===== src/rtl/outlier_writeback.sv =====
// Drains the outlier FIFO and zeroes each outlier's 16-bit lane in the x/y/z point BRAMs by read-modify-write.
// Optional WB_SCAN_EN: after the drain, stream every point whose x lane is non-zero on pt_* before finishing.
module outlier_writeback #(
  parameter int N         = 16,
  parameter int BUS_SIZE  = 32,
  parameter int ADDR_W    = 16,
  parameter int MAX_WORDS = 8548
) (
  input  logic                clock,
  input  logic                reset,
  input  logic                start,
  input  logic                empty,
  output logic                read_fifo,
  input  logic [N-1:0]        outlier_pos_fifo,
  output logic                bram_en,
  output logic                bram_we,
  output logic [ADDR_W-1:0]   bram_addr,
  input  logic [BUS_SIZE-1:0] bram_rdata_x,
  input  logic [BUS_SIZE-1:0] bram_rdata_y,
  input  logic [BUS_SIZE-1:0] bram_rdata_z,
  output logic [BUS_SIZE-1:0] bram_wdata_x,
  output logic [BUS_SIZE-1:0] bram_wdata_y,
  output logic [BUS_SIZE-1:0] bram_wdata_z,
  output logic                busy,
  output logic                wb_done,
  output logic [N-1:0]        outlier_count
`ifdef WB_SCAN_EN
  ,
  output logic                pt_valid,
  input  logic                pt_ready,
  output logic [N-1:0]        pt_x,
  output logic [N-1:0]        pt_y,
  output logic [N-1:0]        pt_z
`endif
);

  // state  | meaning
  // IDLE   | waiting for start
  // POP    | read_fifo pulse
  // FDATA  | popped position valid; range check, issue read
  // RD     | BRAM read enabled
  // RWAIT  | read data returning; build masked write data
  // WR     | BRAM write of all three lanes
  // CHECK  | more outliers -> POP, else finish (or scan)
  // DONE   | wb_done held until start drops
  // SRD    | scan: read of scan_word enabled
  // SLAT   | scan: latch word, present first non-zero lane
  // EMIT   | scan: hold point until pt_ready
  typedef enum logic [3:0] {
    S_IDLE, S_POP, S_FDATA, S_RD, S_RWAIT, S_WR, S_CHECK, S_DONE, S_SRD, S_SLAT, S_EMIT
  } state_t;

  localparam logic [N-1:0]        MAX_POS_WORD = N'(MAX_WORDS);
  localparam logic [BUS_SIZE-1:0] LANE0_MASK   = BUS_SIZE'({N{1'b1}});

  state_t              state;
  logic [BUS_SIZE-1:0] lane_mask;

`ifdef WB_SCAN_EN
  localparam logic [ADDR_W-1:0] LAST_WORD = ADDR_W'(MAX_WORDS - 1);
  logic [ADDR_W-1:0]   scan_word;
  logic [BUS_SIZE-1:0] buf_x, buf_y, buf_z;
  logic                lane_sel;
`endif

  always_ff @(posedge clock) begin
    if (reset) begin
      state         <= S_IDLE;
      read_fifo     <= 1'b0;
      bram_en       <= 1'b0;
      bram_we       <= 1'b0;
      bram_addr     <= '0;
      bram_wdata_x  <= '0;
      bram_wdata_y  <= '0;
      bram_wdata_z  <= '0;
      busy          <= 1'b0;
      wb_done       <= 1'b0;
      outlier_count <= '0;
      lane_mask     <= '0;
`ifdef WB_SCAN_EN
      pt_valid  <= 1'b0;
      pt_x      <= '0;
      pt_y      <= '0;
      pt_z      <= '0;
      scan_word <= '0;
      buf_x     <= '0;
      buf_y     <= '0;
      buf_z     <= '0;
      lane_sel  <= 1'b0;
`endif
    end else begin
      // Strobes are one-cycle; write data is only non-zero alongside bram_we.
      read_fifo    <= 1'b0;
      bram_en      <= 1'b0;
      bram_we      <= 1'b0;
      bram_wdata_x <= '0;
      bram_wdata_y <= '0;
      bram_wdata_z <= '0;
      case (state)
        S_IDLE: begin
          if (start) begin
            if (empty) begin
              state   <= S_DONE;
              wb_done <= 1'b1;
            end else begin
              state     <= S_POP;
              read_fifo <= 1'b1;
              busy      <= 1'b1;
            end
          end
        end
        S_POP: state <= S_FDATA;
        S_FDATA: begin
          if (outlier_pos_fifo == '0 || {1'b0, outlier_pos_fifo[N-1:1]} >= MAX_POS_WORD) begin
            state <= S_CHECK;
          end else begin
            state     <= S_RD;
            bram_en   <= 1'b1;
            bram_addr <= ADDR_W'(outlier_pos_fifo >> 1);
            lane_mask <= outlier_pos_fifo[0] ? (LANE0_MASK << N) : LANE0_MASK;
          end
        end
        S_RD: state <= S_RWAIT;
        S_RWAIT: begin
          state        <= S_WR;
          bram_en      <= 1'b1;
          bram_we      <= 1'b1;
          bram_wdata_x <= bram_rdata_x & ~lane_mask;
          bram_wdata_y <= bram_rdata_y & ~lane_mask;
          bram_wdata_z <= bram_rdata_z & ~lane_mask;
        end
        S_WR: begin
          state <= S_CHECK;
          if (outlier_count != '1) outlier_count <= outlier_count + 1'b1;
        end
        S_CHECK: begin
          if (!empty) begin
            state     <= S_POP;
            read_fifo <= 1'b1;
          end else begin
`ifdef WB_SCAN_EN
            state     <= S_SRD;
            bram_en   <= 1'b1;
            bram_addr <= '0;
            scan_word <= '0;
`else
            state   <= S_DONE;
            busy    <= 1'b0;
            wb_done <= 1'b1;
`endif
          end
        end
`ifdef WB_SCAN_EN
        S_SRD: state <= S_SLAT;
        S_SLAT: begin
          buf_x <= bram_rdata_x;
          buf_y <= bram_rdata_y;
          buf_z <= bram_rdata_z;
          state <= S_EMIT;
          if (bram_rdata_x[N-1:0] != '0) begin
            pt_valid <= 1'b1;
            lane_sel <= 1'b0;
            pt_x     <= bram_rdata_x[N-1:0];
            pt_y     <= bram_rdata_y[N-1:0];
            pt_z     <= bram_rdata_z[N-1:0];
          end else if (bram_rdata_x[2*N-1:N] != '0) begin
            pt_valid <= 1'b1;
            lane_sel <= 1'b1;
            pt_x     <= bram_rdata_x[2*N-1:N];
            pt_y     <= bram_rdata_y[2*N-1:N];
            pt_z     <= bram_rdata_z[2*N-1:N];
          end else begin
            pt_valid <= 1'b0;
            lane_sel <= 1'b1;
          end
        end
        S_EMIT: begin
          if (!pt_valid || pt_ready) begin
            pt_valid <= 1'b0;
            if (!lane_sel && buf_x[2*N-1:N] != '0) begin
              pt_valid <= 1'b1;
              lane_sel <= 1'b1;
              pt_x     <= buf_x[2*N-1:N];
              pt_y     <= buf_y[2*N-1:N];
              pt_z     <= buf_z[2*N-1:N];
            end else if (scan_word == LAST_WORD) begin
              state   <= S_DONE;
              busy    <= 1'b0;
              wb_done <= 1'b1;
            end else begin
              state     <= S_SRD;
              bram_en   <= 1'b1;
              bram_addr <= scan_word + 1'b1;
              scan_word <= scan_word + 1'b1;
            end
          end
        end
`endif
        S_DONE: begin
          if (!start) begin
            state   <= S_IDLE;
            wb_done <= 1'b0;
          end
        end
        default: state <= S_IDLE;
      endcase
    end
  end

endmodule


===== config.mk =====
export PLATFORM = sky130hd
export DESIGN_NAME = outlier_writeback
export DESIGN_NICKNAME = d
export VERILOG_FILES = /design/src/rtl/outlier_writeback.sv
export SDC_FILE = /design/constraint.sdc
export NUM_CORES = 1
export LEC_CHECK = 0
export ABC_AREA = 1
export BUFFER_PORTS_ARGS = -buffer_cell sky130_fd_sc_hd__buf_4
export CORE_MARGIN = 2
export CORE_UTILIZATION = 45
export CTS_CLUSTER_DIAMETER = 50
export DETAILED_ROUTE_END_ITERATION = 8
export MAX_ROUTING_LAYER = met4
export PLACE_DENSITY = 0.85
export SYNTH_ARGS = -nofsm -noshare
export SYNTH_HDL_FRONTEND = slang
export SYNTH_SLANG_ARGS = --single-unit

===== constraint.sdc =====
create_clock -name clock -period 2.1 [get_ports clock]
set_clock_uncertainty 0.05 [all_clocks]
set_input_delay 0 -clock clock [delete_from_list [all_inputs] [get_ports clock]]
set_output_delay 0 -clock clock [all_outputs]
set_load 0.01 [all_outputs]

After elaboration in Yosys (flattened, before gate mapping). Cells that the tools add are included.

Register bits: 168. Bits in latches: 0. Memory bits (writable): 0. ROM bits: 0. Input port bits: 116. Output and inout port bits: 133. Word-level logic and storage cells: 63. Memories kept: 0.

Add/sub/neg operators: 1. Multipliers: 0. Div/mod/pow operators: 0. $lt $le $gt $ge: 1. Eq/ne operators: 12. Shift operators: 0. Multiplexer cells: 20. Bitwise gates (word level): 6. Reduce and logical (&&, ||, !) cells: 11.

Operator list (count): 32-bit bitwise AND (3); 32-bit 2-to-1 mux (1); 32-bit inverter (1); 4-bit one-hot mux with 8 select lines (1); 16-bit by 1-bit adder with 16-bit output (second input constant) (1); 4-bit by 3-bit == test with 1-bit output (second input constant) (4); 16-bit logical NOT (1); 16-bit inequality test (second input constant) (1); 15-bit by 14-bit >= comparator with 1-bit output (second input constant) (1); 1-bit 2-to-1 mux (10); 4-bit by 2-bit == test with 1-bit output (second input constant) (2); 4-bit 2-to-1 mux (2); 2-bit inequality test (second input constant) (4); 3-bit 2-to-1 mux (2); 1-bit one-hot mux with 2 select lines (3); 2-bit AND reduction (3); 4-bit by 1-bit == test with 1-bit output (second input constant) (1); 4-bit logical NOT (1); 4-bit AND reduction (1); 1-bit one-hot mux with 3 select lines (1); 3-bit AND reduction (1); 3-bit nonzero test (1); 1-bit inverter (2); 2-bit nonzero test (1); other kinds (2) (2).

Logic depth before layout (Yosys ltp). Gate-level depths: netlist of run 1.

Word-level depth: 4. Gate-level depth with buffers: 10. Depth with buffers taken out: 10.

Worst setup path after synthesis of run 1. No wires, ideal clock.

Kind: register to register. Start point: register outlier_count[0]. End point: register outlier_count[2]. Setup time: 117 ps. Arrival: 1422 ps. Data required time: 1933 ps. Setup slack: 511 ps. Cell stages (with the launch flop): 10. Buffers on the path: 1. Clock period less this slack: 1589 ps. Cell sequence: dfxtp_1 -> ha_1 -> nand2_2 -> nor2_4 -> nand4_2 -> nand2_4 -> inv_4 -> buf_6 -> a21oi_2 -> nor2_1.

Longest elaborated chain between the ends: 2. Elaborated cells on any way between the ends: 3. Those cells by class: 1 x add/sub; 1 x eq/ne; 1 x reduce/logical.

RTL lines: start, declared (RTL line 26) `output logic [N-1:0] outlier_count`; start signal, assigned (RTL line 134) `if (outlier_count != '1) outlier_count <= outlier_count + 1'b1;`; parallel branches: the longest is 2 deep, another holds 16-bit by 1-bit adder with 16-bit output.

Several ways; the timed one is not identified. A chain may end at the register's enable or synchronous reset.

Final worst setup path of run 1.
Start point: register state[2]. End point: register wb_done.

Longest elaborated chain between the ends: 3. Elaborated cells on any way between the ends: 8. Those cells by class: 4 x eq/ne; 1 x mux; 3 x reduce/logical.

RTL lines: start, declared (RTL line 56) `state_t state;`; start signal, assigned (RTL line 68) `state <= S_IDLE;`; start signal, assigned (RTL line 103) `state <= S_DONE;`; start signal, assigned (RTL line 106) `state <= S_POP;`; 4-bit by 3-bit == test with 1-bit output / 4-bit logical NOT (equally long branches) (RTL line 99) `case (state)`; 2-bit inequality test (no source line) / 3-bit nonzero test (equally long branches); 3-bit AND reduction (no source line); end signal, assigned (RTL line 77) `wb_done <= 1'b0;`; end signal, assigned (RTL line 104) `wb_done <= 1'b1;`; end signal, assigned (RTL line 149) `wb_done <= 1'b1;`; end, declared (RTL line 25) `output logic wb_done,`.

Parallel ways exist; a longest one is shown, timed or not.

==> flow_results.org, run 1 <==
** Outcome
- The flow ran to the end, and the final reports show no timing, DRC or antenna violations.

** Drt
- After detailed routing, the number of remaining DRC violations is 0.
- For this block, the routed nets add up to 19000 µm of wire.
- Detailed-router iteration count before antenna repair :: 7
- Routed wire length per instance :: 17.1 µm
- Across all layers, the routed design uses 5277 vias.
- Average vias per placed instance :: 4.75
- First DRT Iteration DRCs :: 299
- The count of nets left with antenna violations once routing finished came out at 0.

** Clock network
- CTS-repair resized insts :: 0
- Clk sinks :: 137
- Latest clock arrival within the worst-skew pair :: 0.51 ns
- After clock tree synthesis, the clock-pin slew on the worst setup and hold paths is 0.07 ns.
- Buffer levels on the longest clock path :: 2
- The H-tree was split into 4 levels.
- Total clock buffers created by CTS :: 17
- CTS tree :: done
- The tree is rooted in a clkbuf_8.

** GRT
- Global route total overflow :: 0
- In the global route stage, overall resource usage came out at 0.333.
- Entering global routing, the biggest net connects 49 pins.
- Initial antenna violation count :: 1
- The via count of the first global-routing pass came to 5422.
- The first global-routing pass estimated 28400 µm of wire.

** Yosys
- Post-synthesis average cell area :: 8.11 µm²
- In this run, synthesis inferred 0 flip-flops with an integrated enable.
- Number of nets produced by synthesis :: 712
- Of all flip-flops after synthesis, the portion carrying an async set or reset was 0.
- After technology mapping, the gate count stands at 595.
- For this run, the register share of the synthesized area comes to 0.568.
- The share of synthesized area in the top cell type comes to 0.568.
- The commonest cells after synthesis are nor2_1 (147), dfxtp_1 (137), inv_1 (120).
- Synth Flop Type :: dfxtp_1
- For this run, the number of Yosys warnings is 0.
- The largest total area in the synthesized netlist belongs to dfxtp_1.
- Number of distinct library cells after synthesis :: 32
- The most common cell in the synthesized netlist is nor2_1.
- The synthesized design contains 137 register bits.
- After synthesis, the cell types taking the most area are dfxtp_1 (57%), nor2_1 (11%), inv_1 (9.3%).
- After synthesis the cells add up to 4830 µm².

** Timing
- The number of endpoints with negative hold slack in the final report was 0.
- Setup repair after global routing left no endpoint under its margin.
- Total Neg Setup Slack :: 0 ns
- For this run, the top clock speed supported by timing is 496 MHz.
- Setup violations remaining at the end of the flow were counted as 0.
- The final count of pins violating max slew was 0.
- The worst pin sits at a relative slew slack of 0.603.
- Of the available clock period, the critical path in the final layout requires 0.960.
- Minimum clock period :: 2.02 ns
- At the pin with the least slew margin, the transition time is 0.595 ns.

** Setup path
- The worst setup path is captured at a register.
- Of all nets on the critical path, the largest fanout is 7.
- Data required, critical path :: 2.50 ns
- In this run the register-to-register setup slack is 0.08 ns.
- Most Frequent Cell on Critical Path :: a21oi_1
- For this run, the slowest stage of the critical path takes 0.60 ns.
- The worst setup path is of the register to register kind.
- Worst Reg2Reg Path Length in Cells :: 5
- Tracing the worst setup path back leads to its startpoint at state[2]$_SDFFE_PP0P_.
- STA classifies the critical path startpoint as a register.
- In this run the critical register-to-register path is launched from state[2]$_SDFFE_PP0P_.
- Endpoint of the worst register-to-register path :: wb_done$_SDFFE_PP0P_
- Walking the worst path, the cells encountered are nand3_1 -> a21oi_1 -> a21oi_1 -> a211oi_1 -> dlygate4sd3_1.
- Data on the critical path arrives at its endpoint at 2.41 ns.
- Slowest cell on the critical path :: dlygate4sd3_1

** Job
- The tool flagged a number of max-cap violations equal to 0.

** Placed design
- Port buffering added 247 buffers.
- Routability-driven placement finished with a final weighted congestion of 0.915.
- Detailed placement finished with a half-perimeter wire length of 9730 µm.

** Floorplanning
- The core region is 10400 µm².
- Die area :: 11600 µm²
- For this configuration, the core starts out at a cell density of 0.466.
- The initialized floorplan defines 37 standard-cell rows.
- Horizontal die dimension :: 108 µm
- 249 I/O pins were placed.
- The die is 108 µm tall.

** Final layout
- In the final design database the tool counted 1079 nets.
- Synthesis-to-layout area growth :: 75.6%
- Of the cells placed in the final design, the portion with a size suffix greater than 1 is 0.316.

** Min path
- The worst hold path terminates at bram_en$_SDFF_PP0_.
- The worst hold path was traced through 6 stages.
- The startpoint identified for the worst hold timing path is outlier_pos_fifo[15].
- The worst hold path belongs to the class input port to register.

** Power
- Cell area power density :: 774 nW/µm²
- For this design the static power due to leakage is 4.30 nW.
- Worst supply voltage drop on vdd :: 0.569 mV
- Total power after layout :: 6.57 mW
[per-layer routing]
layer,GRT usage,share of wire
met5,-,0
met3,0.0938,0.071
met4,0.224,0.075
met1,0.319,0.34
met2,0.580,0.51
[state kept, by name, indices dropped and copies added, names as in the netlist]
| name | count |
|---|---|
| bram_wdata_x | 32 |
| bram_wdata_y | 32 |
| bram_wdata_z | 32 |
| outlier_count | 16 |
| bram_addr | 15 |
| state | 3 |
| lane_mask | 2 |
| bram_en | 1 |
| bram_we | 1 |
| busy | 1 |
| read_fifo | 1 |
| wb_done | 1 |
[logic make-up after synthesis]
logic type / after synthesis / synth area share
flops: 137 / 0.568
compound gates: 51 / 0.0573
other cells: 1 / 0.000777
buf+inv: 142 / 0.126
fa+ha+maj: 1 / 0.00259
xor+xnor: 10 / 0.0181
simple gates: 253 / 0.228
[worst max-delay path by stage]
| stage | to |
|---|---|
| after floorplan | outlier_count[2]$_SDFFE_PP0P_ |
| after global placement | outlier_count[9]$_SDFFE_PP0P_ |
| after detailed placement | outlier_count[0]$_SDFFE_PP0P_ |
| after CTS | lane_mask[15]$_SDFFE_PP0P_ |
| after global routing | wb_done$_SDFFE_PP0P_ |
| final | wb_done$_SDFFE_PP0P_ |
[per-stage QoR]
| stage | setup WS [ns] | std cells | instance area, µm² | hold slack, ns | utilization |
|---|---|---|---|---|---|
| 2_1_floorplan | 0.511 | 595 | 4830 | 0.0225 | - |
| 5_1_grt | 0.00650 | 1111 | 8480 | 0.136 | 0.818 |
| 3_3_place_gp | 0.450 | 961 | 6730 | 0.162 | 0.649 |
| 3_5_place_dp | 0.390 | 961 | 6730 | 0.171 | 0.649 |
| 6_report | 0.0848 | 1111 | 8480 | 0.122 | 0.818 |
| 4_1_cts | 0.0336 | 1109 | 8470 | 0.0762 | 0.817 |
[cell usage in the layout, fill, tap and decap left out, drive strengths merged, types with 3 or more instances in the layout]
master	count
a21oi	24
buf	250
clkbuf	17
clkinv	3
clkinvlp	3
dfxtp	137
dlygate4sd3	117
inv	129
nand2	72
nand3	13
nor2	159
nor3	6
o21ai	24
xor2	8
[worst max-delay path: cells and delay by family, from the launching register on]
| family | cells | cell delay (ns) |
|---|---|---|
| compound gates | 3 | 0.61 |
| simple gates | 1 | 0.21 |
| buf+inv | 1 | 0.60 |
| flops | 1 | 0.50 |
[timing repair]
action,4_1_cts,5_1_grt
hold buffers,117,0
setup buffers,0,1
setup endpoints to repair,0,1
hold endpoints to repair,133,0
[report_power, final]
| group | internal (mW) | switching [mW] |
|---|---|---|
| clock | 1.71 | 1.22 |
| sequential | 2.70 | 0.0538 |
| combinational | 0.470 | 0.409 |
[cell type report]
cell class | instances | area [µm²]
Timing Repair Buffer | 367 | 3050
Clock inverter | 14 | 160
Sequential cell | 137 | 2740
Multi-Input combinational cell | 316 | 1480
Fill cell | 568 | 1890
Inverter | 123 | 464
Antenna cell | 1 | 2.50
Tap cell | 136 | 170
Clock buffer | 17 | 414
Note: power is estimated with default switching activity, not from simulation.
==> run 2, diff against run 1 <==
--- a/config.mk
+++ b/config.mk
@@ -11,7 +11,6 @@
 export CORE_UTILIZATION = 45
 export CTS_CLUSTER_DIAMETER = 50
 export DETAILED_ROUTE_END_ITERATION = 8
-export MAX_ROUTING_LAYER = met4
 export PLACE_DENSITY = 0.85
 export SYNTH_ARGS = -nofsm -noshare
 export SYNTH_HDL_FRONTEND = slang
==> run 2 against run 1 <==
Effect of this change: die area is the same; worst hold slack is essentially flat; cell count is the same; maximum frequency grew 1.2%; setup slack gained 0.024 ns; critical path depth is the same; via count is essentially flat; critical path type unchanged; critical endpoint unchanged; largest power group unchanged; highest routed layer unchanged.
==> flow_results.org, run 2 (synthesis gave the netlist of run 1 again) <==
** Power
- Switching power :: 1.68 mW (about the same)
- The fraction of power consumed by the clock network is 0.447 (about the same).
- The sequential share of power was 0.419 (about the same).
- Cell area power density :: 774 nW/µm² (about the same)
- Switching share of total power :: 0.257 (about the same)
- Static Leak :: 4.30 nW (unchanged)
- Internal power contribution :: 4.88 mW (about the same)
- Worst supply voltage drop on vdd :: 0.569 mV (about the same)
- The power share of the combinational group is 0.134 (about the same).

** Clock network
- The CTS clock-pin slew for the worst setup and hold paths is 0.07 ns (about the same).
- In this run the clock root is driven by a clkbuf_8.
- Clk sinks :: 137 (unchanged)
- TritonCTS built the clock tree.
- Total clock buffers created by CTS :: 17 (unchanged)
- Clock H-tree levels :: 4 (unchanged)
- Buffer levels on the longest clock path :: 2 (unchanged)
- The clock latency on the worst-skew pair was 0.50 ns (about the same).

** Drt
- The mean routed wirelength per cell is 17.0 µm (-0.49%).
- Total number of vias :: 5280 (+0.057%)
- The number of DRC violations after detailed routing was 0 (unchanged).
- The mean number of vias per cell was 4.75 (about the same).
- The violation count after the first detailed-routing iteration is 321 (+7.4%).
- The wire length reported by the detailed router was 18900 µm (-0.49%).
- The number of routed nets with antenna violations was 0 (unchanged).
- Detailed-router iteration count before antenna repair :: 7 (unchanged)

** Min path
- In this run the worst hold path is classified as input port to register.

** Final layout
- Final Non-Filler Cells :: 1111 (unchanged)
- The net total in the final layout came to 1079 (unchanged).
- Most frequent standard cell in the layout excluding fill and tap cells :: buf_4
- Synthesis-to-layout area growth :: 75.6% (unchanged)
- Final-layout fill cell count :: 568 (unchanged)
- Leading registers by flop count :: bram_wdata_x (32), bram_wdata_y (32), bram_wdata_z (32)
- Finished layout cell area :: 8480 µm² (unchanged)
- In the layout the commonest cells are buf_4 (250), nor2_1 (147), dfxtp_1 (137).
- Proportion of layout cells with a drive suffix above 1 :: 0.316 (unchanged)

** Timing
- The worst slew margin relative to its limit is 0.604 (+0.00165).
- Final count of negative-setup-slack endpoints :: 0 (unchanged)
- Final Cycle Share :: 0.948 (-0.0113)
- Max-slew violation total from the final report :: 0 (unchanged)
- The clock period minus final worst setup slack was 1.99 ns (-0.0238 ns).
- The maximum clock frequency was 502 MHz (+1.2%).
- The slew at the pin closest to its max-slew limit was 0.593 ns (-0.00247 ns).
- Total Neg Setup Slack :: 0 ns (unchanged)
- RSZ-0062 raised after global routing :: no
- Final Hold Viols :: 0 (unchanged)

** GRT
- The via count of the first global-routing pass is 5442 (+0.37%).
- Initial antenna violation count :: 1 (unchanged)
- Global-route wire length before repair :: 28400 µm (-0.19%)
- The total global routing track utilization was 0.323 (-0.00999).
- The largest net degree at the start of global routing was 49 (unchanged).
- Global route total overflow :: 0 (unchanged)

** Floorplanning
- The effective utilization at floorplan came to 0.466 (unchanged).
- Number of I/O pins :: 249 (unchanged)
- Die area :: 11600 µm² (unchanged)
- The horizontal die dimension came to 108 µm (unchanged).
- The core area was 10400 µm² (unchanged).
- The vertical die dimension is 108 µm (unchanged).
- The placement row count is 37 (unchanged).

** Setup path
- Data required, critical path :: 2.49 ns (about the same)
- Maximum net fanout on the critical path :: 7 (unchanged)
- The worst setup path is launched from a register.
- The worst reg-to-reg setup slack is 0.11 ns (+0.02 ns).
- Setup crit end kind :: register
- The critical path in this run is classified as register to register.
- Arrival time of data at the critical path endpoint :: 2.39 ns (-0.02 ns)

** Placed design
- The instance area at placement is 6730 µm² (unchanged).
- The half-perimeter wire length after detailed placement came to 9730 µm (unchanged).
- Final estimated routing congestion in global placement :: 0.900 (-1.7%)
- The number of placed instances, taps included came to 961 (unchanged).
- The number of port buffers was 247 (unchanged).

** Job
- The number of maximum-capacitance constraint violations came to 0 (unchanged).

** Outcome
- Outcome :: finished, final reports clean
==> run 2: worst max-delay path, stage by stage, from the launching register on <==
cell and delay (ns):
dfxtp_1 0.50, nand3_1 0.21, a21oi_1 0.29, a21oi_1 0.10, a211oi_1 0.20, dlygate4sd3_1 0.59
==> run 2: area by class of cell <==
type	count	area [µm²]	area share
Antenna cell	1	2.50	0.000295
Clock buffer	17	414	0.0488
Clock inverter	14	160	0.0189
Inverter	123	464	0.0547
Multi-Input combinational cell	316	1480	0.174
Sequential cell	137	2740	0.323
Tap cell	136	170	0.0201
Timing Repair Buffer	367	3050	0.359
==> run 2: stage by stage <==
step | utilization | worst slack (ns) | hold WS (ns) | total power, mW
2_1_floorplan | - | 0.511 | 0.0225 | 3.09
3_3_place_gp | 0.649 | 0.450 | 0.162 | 3.42
3_5_place_dp | 0.649 | 0.390 | 0.171 | 3.44
4_1_cts | 0.817 | 0.0336 | 0.0762 | 6.50
5_1_grt | 0.818 | 0.00535 | 0.135 | 6.79
6_report | 0.818 | 0.109 | 0.122 | 6.57
==> run 2: layer usage <==
metal | global-route usage | share of wire | vias to the layer above
li1 | - | - | 2476
met1 | 0.310 | 0.34 | 2431
met2 | 0.580 | 0.51 | 274
met3 | 0.0999 | 0.072 | 99
met4 | 0.230 | 0.075 | 0
met5 | 0 | 0 | -
==> run 2: worst paths after layout <==
path                              start                         end  cells past startpoint
min reg2reg  bram_addr[14]$_SDFFE_PP0P_  bram_addr[14]$_SDFFE_PP0P_                      2
max reg2reg       state[2]$_SDFFE_PP0P_        wb_done$_SDFFE_PP0P_                      5
min                outlier_pos_fifo[15]  lane_mask[30]$_SDFFE_PP0P_                      6
max               state[2]$_SDFFE_PP0P_        wb_done$_SDFFE_PP0P_                      5
==> run 2: power by group through the flow <==
stage,Combinational [mW],Clock (mW),Sequential [mW]
after floorplan,0.248,0,2.84
after global routing,0.934,3.10,2.76
after detailed placement,0.641,0,2.80
final,0.877,2.94,2.75
after global placement,0.626,0,2.80
after CTS,0.827,2.93,2.74
==> run 2: what timing repair did <==
action | 4_1_cts | 5_1_grt
hold buffers | 117 | 0
resized for setup | 0 | 0
endpoints found under the hold margin | 133 | 0
setup buffers | 0 | 1
endpoints found under the setup margin | 0 | 1
==> run 3, diff against run 2 <==
--- a/config.mk
+++ b/config.mk
@@ -7,9 +7,10 @@
 export LEC_CHECK = 0
 export ABC_AREA = 1
 export BUFFER_PORTS_ARGS = -buffer_cell sky130_fd_sc_hd__buf_4
-export CORE_MARGIN = 2
+export CORE_MARGIN = 5
 export CORE_UTILIZATION = 45
 export CTS_CLUSTER_DIAMETER = 50
+export CTS_CLUSTER_SIZE = 12
 export DETAILED_ROUTE_END_ITERATION = 8
 export PLACE_DENSITY = 0.85
 export SYNTH_ARGS = -nofsm -noshare
==> run 3 against run 2 <==
Effect of this change: clock-buffer cell count increased by 1; sequential share of layout area decreased by 0.20 points; critical path type unchanged; register-to-register slack improved by 0.05 ns.
==> flow_results.org, run 3 (synthesis gave the netlist of run 1 again) <==
** Timing
- The number of endpoints with negative hold slack in the final report is 0 (unchanged).
- Post-layout worst setup margin :: 0.160 ns (+0.0514 ns)
- Final Cycle Share :: 0.924 (-0.0245)
- Minimum clock period :: 1.94 ns (-0.0514 ns)
- Worst hold slack :: 0.129 ns (+0.00754 ns)
- Setup repair after global routing left no endpoint under its margin.
- Final count of negative-setup-slack endpoints :: 0 (unchanged)
- The setup TNS was 0 ns (unchanged).
- The final count of pins violating max slew is 0 (unchanged).
- Slew of the pin with the lowest slew margin :: 0.573 ns (-0.0200 ns)
- The worst slew margin relative to its limit was 0.618 (+0.0133).
- Achievable clock frequency :: 515 MHz (+2.7%)

** Setup path
- The maximum fanout along the worst path is 7 (unchanged).
- STA classifies the critical path endpoint as a register.
- Data required, critical path :: 2.48 ns (about the same)
- The delay contributed by the slowest stage of the critical path came to 0.58 ns (about the same).
- Worst Reg2Reg Path Length in Cells :: 5 (unchanged)
- The worst reg-to-reg setup slack is 0.16 ns (+0.05 ns).
- In this run the critical register-to-register path is launched from state[2]$_SDFFE_PP0P_.
- The data arrival time at the worst-slack endpoint is 2.32 ns (-0.07 ns).
- Counting stages on the worst path, the most repeated cell is a21oi_1.
- STA classifies the critical path startpoint as a register.
- Slowest cell on the critical path :: dlygate4sd3_1
- Endpoint of the worst register-to-register path :: wb_done$_SDFFE_PP0P_
- The critical path is of the register to register type.
- The signal on the critical path passes through nand3_1 -> a21oi_1 -> a21oi_1 -> a211oi_1 -> dlygate4sd3_1.

** Power
- Total power after layout :: 6.72 mW (+2.3%)
- Static Leak :: 4.33 nW (+0.71%)
- Portion of total power attributed to the clock network :: 0.458 (+0.011)
- Combinational power share :: 0.133 (about the same)
- The maximum ir drop on the vdd rail was 0.621 mV (+9.1%).
- Cell area power density :: 787 nW/µm² (+1.7%)
- Internal power contribution :: 5.02 mW (+2.9%)
- Switching power :: 1.69 mW (+0.50%)
- Share of power burned in registers :: 0.410 (-0.009)
- Switching share of total power :: 0.252 (-0.00453)

** GRT
- Global route total overflow :: 0 (unchanged)
- The global-route wire length before repair was 30200 µm (+6.6%).
- Number of global-route vias before repair :: 5552 (+2.0%)
- The largest net degree at the start of global routing is 49 (unchanged).
- The number of antenna violations at the first check in global routing is 1 (unchanged).
- The total global routing track utilization came to 0.302 (-0.0210).

** Placed design
- The worst setup slack after placement was 0.405 ns (+0.0153 ns).
- The number of port buffers was 247 (unchanged).
- Final estimated routing congestion in global placement :: 0.845 (-6.1%)
- The half-perimeter wire length after detailed placement was 10600 µm (+9.4%).

** Clock network
- Clock root buffer :: clkbuf_8
- The clock sink count came to 137 (unchanged).
- TritonCTS built the clock tree.
- The maximum root-to-sink buffer count was 2 (unchanged).
- Clock H-tree levels :: 4 (unchanged)
- Latest clock arrival within the worst-skew pair :: 0.49 ns (about the same)
- The total clock buffers created by CTS is 17 (unchanged).
- Clock slew seen by the registers of the worst setup and hold paths :: 0.06 ns (about the same)

** Drt
- Average vias per placed instance :: 4.74 (-0.33%)
- # DRC :: 0 (unchanged)
- The number of routed nets with antenna violations came to 0 (unchanged).
- The violation count after the first detailed-routing iteration was 445 (+39%).
- Total number of vias :: 5272 (-0.15%)
- Routed wire length per instance :: 18.0 µm (+5.9%)
- Total wire length after detailed routing :: 20000 µm (+6.1%)
- Detailed-router iteration count before antenna repair :: 5 (-2)

** Floorplanning
- Number of I/O pins :: 249 (unchanged)
- The horizontal die dimension was 114 µm (+5.6%).
- The vertical die dimension came to 114 µm (+5.6%).
- The effective utilization at floorplan came to 0.464 (-0.00207).
- The core area is 10400 µm² (+0.45%).
- Number of placement rows :: 37 (unchanged)
- Die area :: 12900 µm² (+11%)

** Final layout
- Most frequent standard cell in the layout excluding fill and tap cells :: buf_4
- The share of the core filled with cells was 0.819 (+0.00153).
- The net total in the final layout is 1080 (+0.093%).
- Compared with the post-synthesis result, the final layout area differs by 76.8%.
- The largest registers in the layout are bram_wdata_x (32), bram_wdata_y (32), bram_wdata_z (32).
- Proportion of layout cells with a drive suffix above 1 :: 0.318 (+0.00140)
- Commonest cells after routing, fill and taps aside :: buf_4 (250), nor2_1 (147), dfxtp_1 (137)

** Job
- The number of maximum-capacitance constraint violations was 0 (unchanged).

** Min path
- For hold timing, the worst endpoint is lane_mask[30]$_SDFFE_PP0P_.
- Source of the worst hold timing path :: outlier_pos_fifo[15]
- Number of cells traversed by the worst hold path :: 6 (unchanged)
- Worst min-delay path class :: input port to register

** Outcome
- Outcome :: finished, final reports clean
run 3: layout make-up:
class	instances	area, µm²
Multi-Input combinational cell	316	1480
Timing Repair Buffer	368	3070
Tap cell	136	170
Sequential cell	137	2740
Clock buffer	18	418
Clock inverter	14	188
Inverter	123	464
Antenna cell	1	2.50
Fill cell	566	1880
run 3: timing repair:
action                                  CTS  global route
hold buffers                            117             0
endpoints found under the hold margin   133             0
endpoints found under the setup margin    0             1
buffers inserted                          0             2
gates resized for setup                   0             0
run 3: through the flow:
| step | cell area (µm²) | std cells |
|---|---|---|
| floorplan | 4830 | 595 |
| global placement | 6740 | 961 |
| CTS | 8520 | 1110 |
| global route | 8530 | 1113 |
| finish | 8530 | 1113 |
| detailed placement | 6740 | 961 |
run 3: routing by layer:
layer  share of wire  GRT usage  up-vias
met5               0          0        -
li1                -          -     2483
met3           0.075     0.0796       78
met1            0.37      0.326     2429
met2            0.50      0.533      282
met4           0.058      0.171        0
run 3: worst max-delay path by stage:
stage | start | to | slack, ns
2_1_floorplan | outlier_count[0]$_SDFFE_PP0P_ | outlier_count[2]$_SDFFE_PP0P_ | 0.51
3_3_place_gp | outlier_count[0]$_SDFFE_PP0P_ | outlier_count[9]$_SDFFE_PP0P_ | 0.46
3_5_place_dp | outlier_count[0]$_SDFFE_PP0P_ | outlier_count[9]$_SDFFE_PP0P_ | 0.40
4_1_cts | state[1]$_SDFFE_PP0P_ | lane_mask[15]$_SDFFE_PP0P_ | 0.09
5_1_grt | state[2]$_SDFFE_PP0P_ | wb_done$_SDFFE_PP0P_ | 0.04
6_report | state[2]$_SDFFE_PP0P_ | wb_done$_SDFFE_PP0P_ | 0.16
run 3: worst max-delay path: cells and delay by family, from the launching register on:
kind                   cells  cell delay [ns]
AO/OA/AOI/OAI              3             0.56
buffers and inverters      1             0.58
flip-flops                 1             0.49
AND/OR/NAND/NOR            1             0.20
run 3: power by group through the flow:
stage | Clock, mW | Combinational [mW] | Sequential, mW
2_1_floorplan | 0 | 0.248 | 2.84
3_3_place_gp | 0 | 0.634 | 2.80
3_5_place_dp | 0 | 0.646 | 2.80
4_1_cts | 3.10 | 0.835 | 2.74
5_1_grt | 3.24 | 0.952 | 2.76
6_report | 3.08 | 0.890 | 2.75
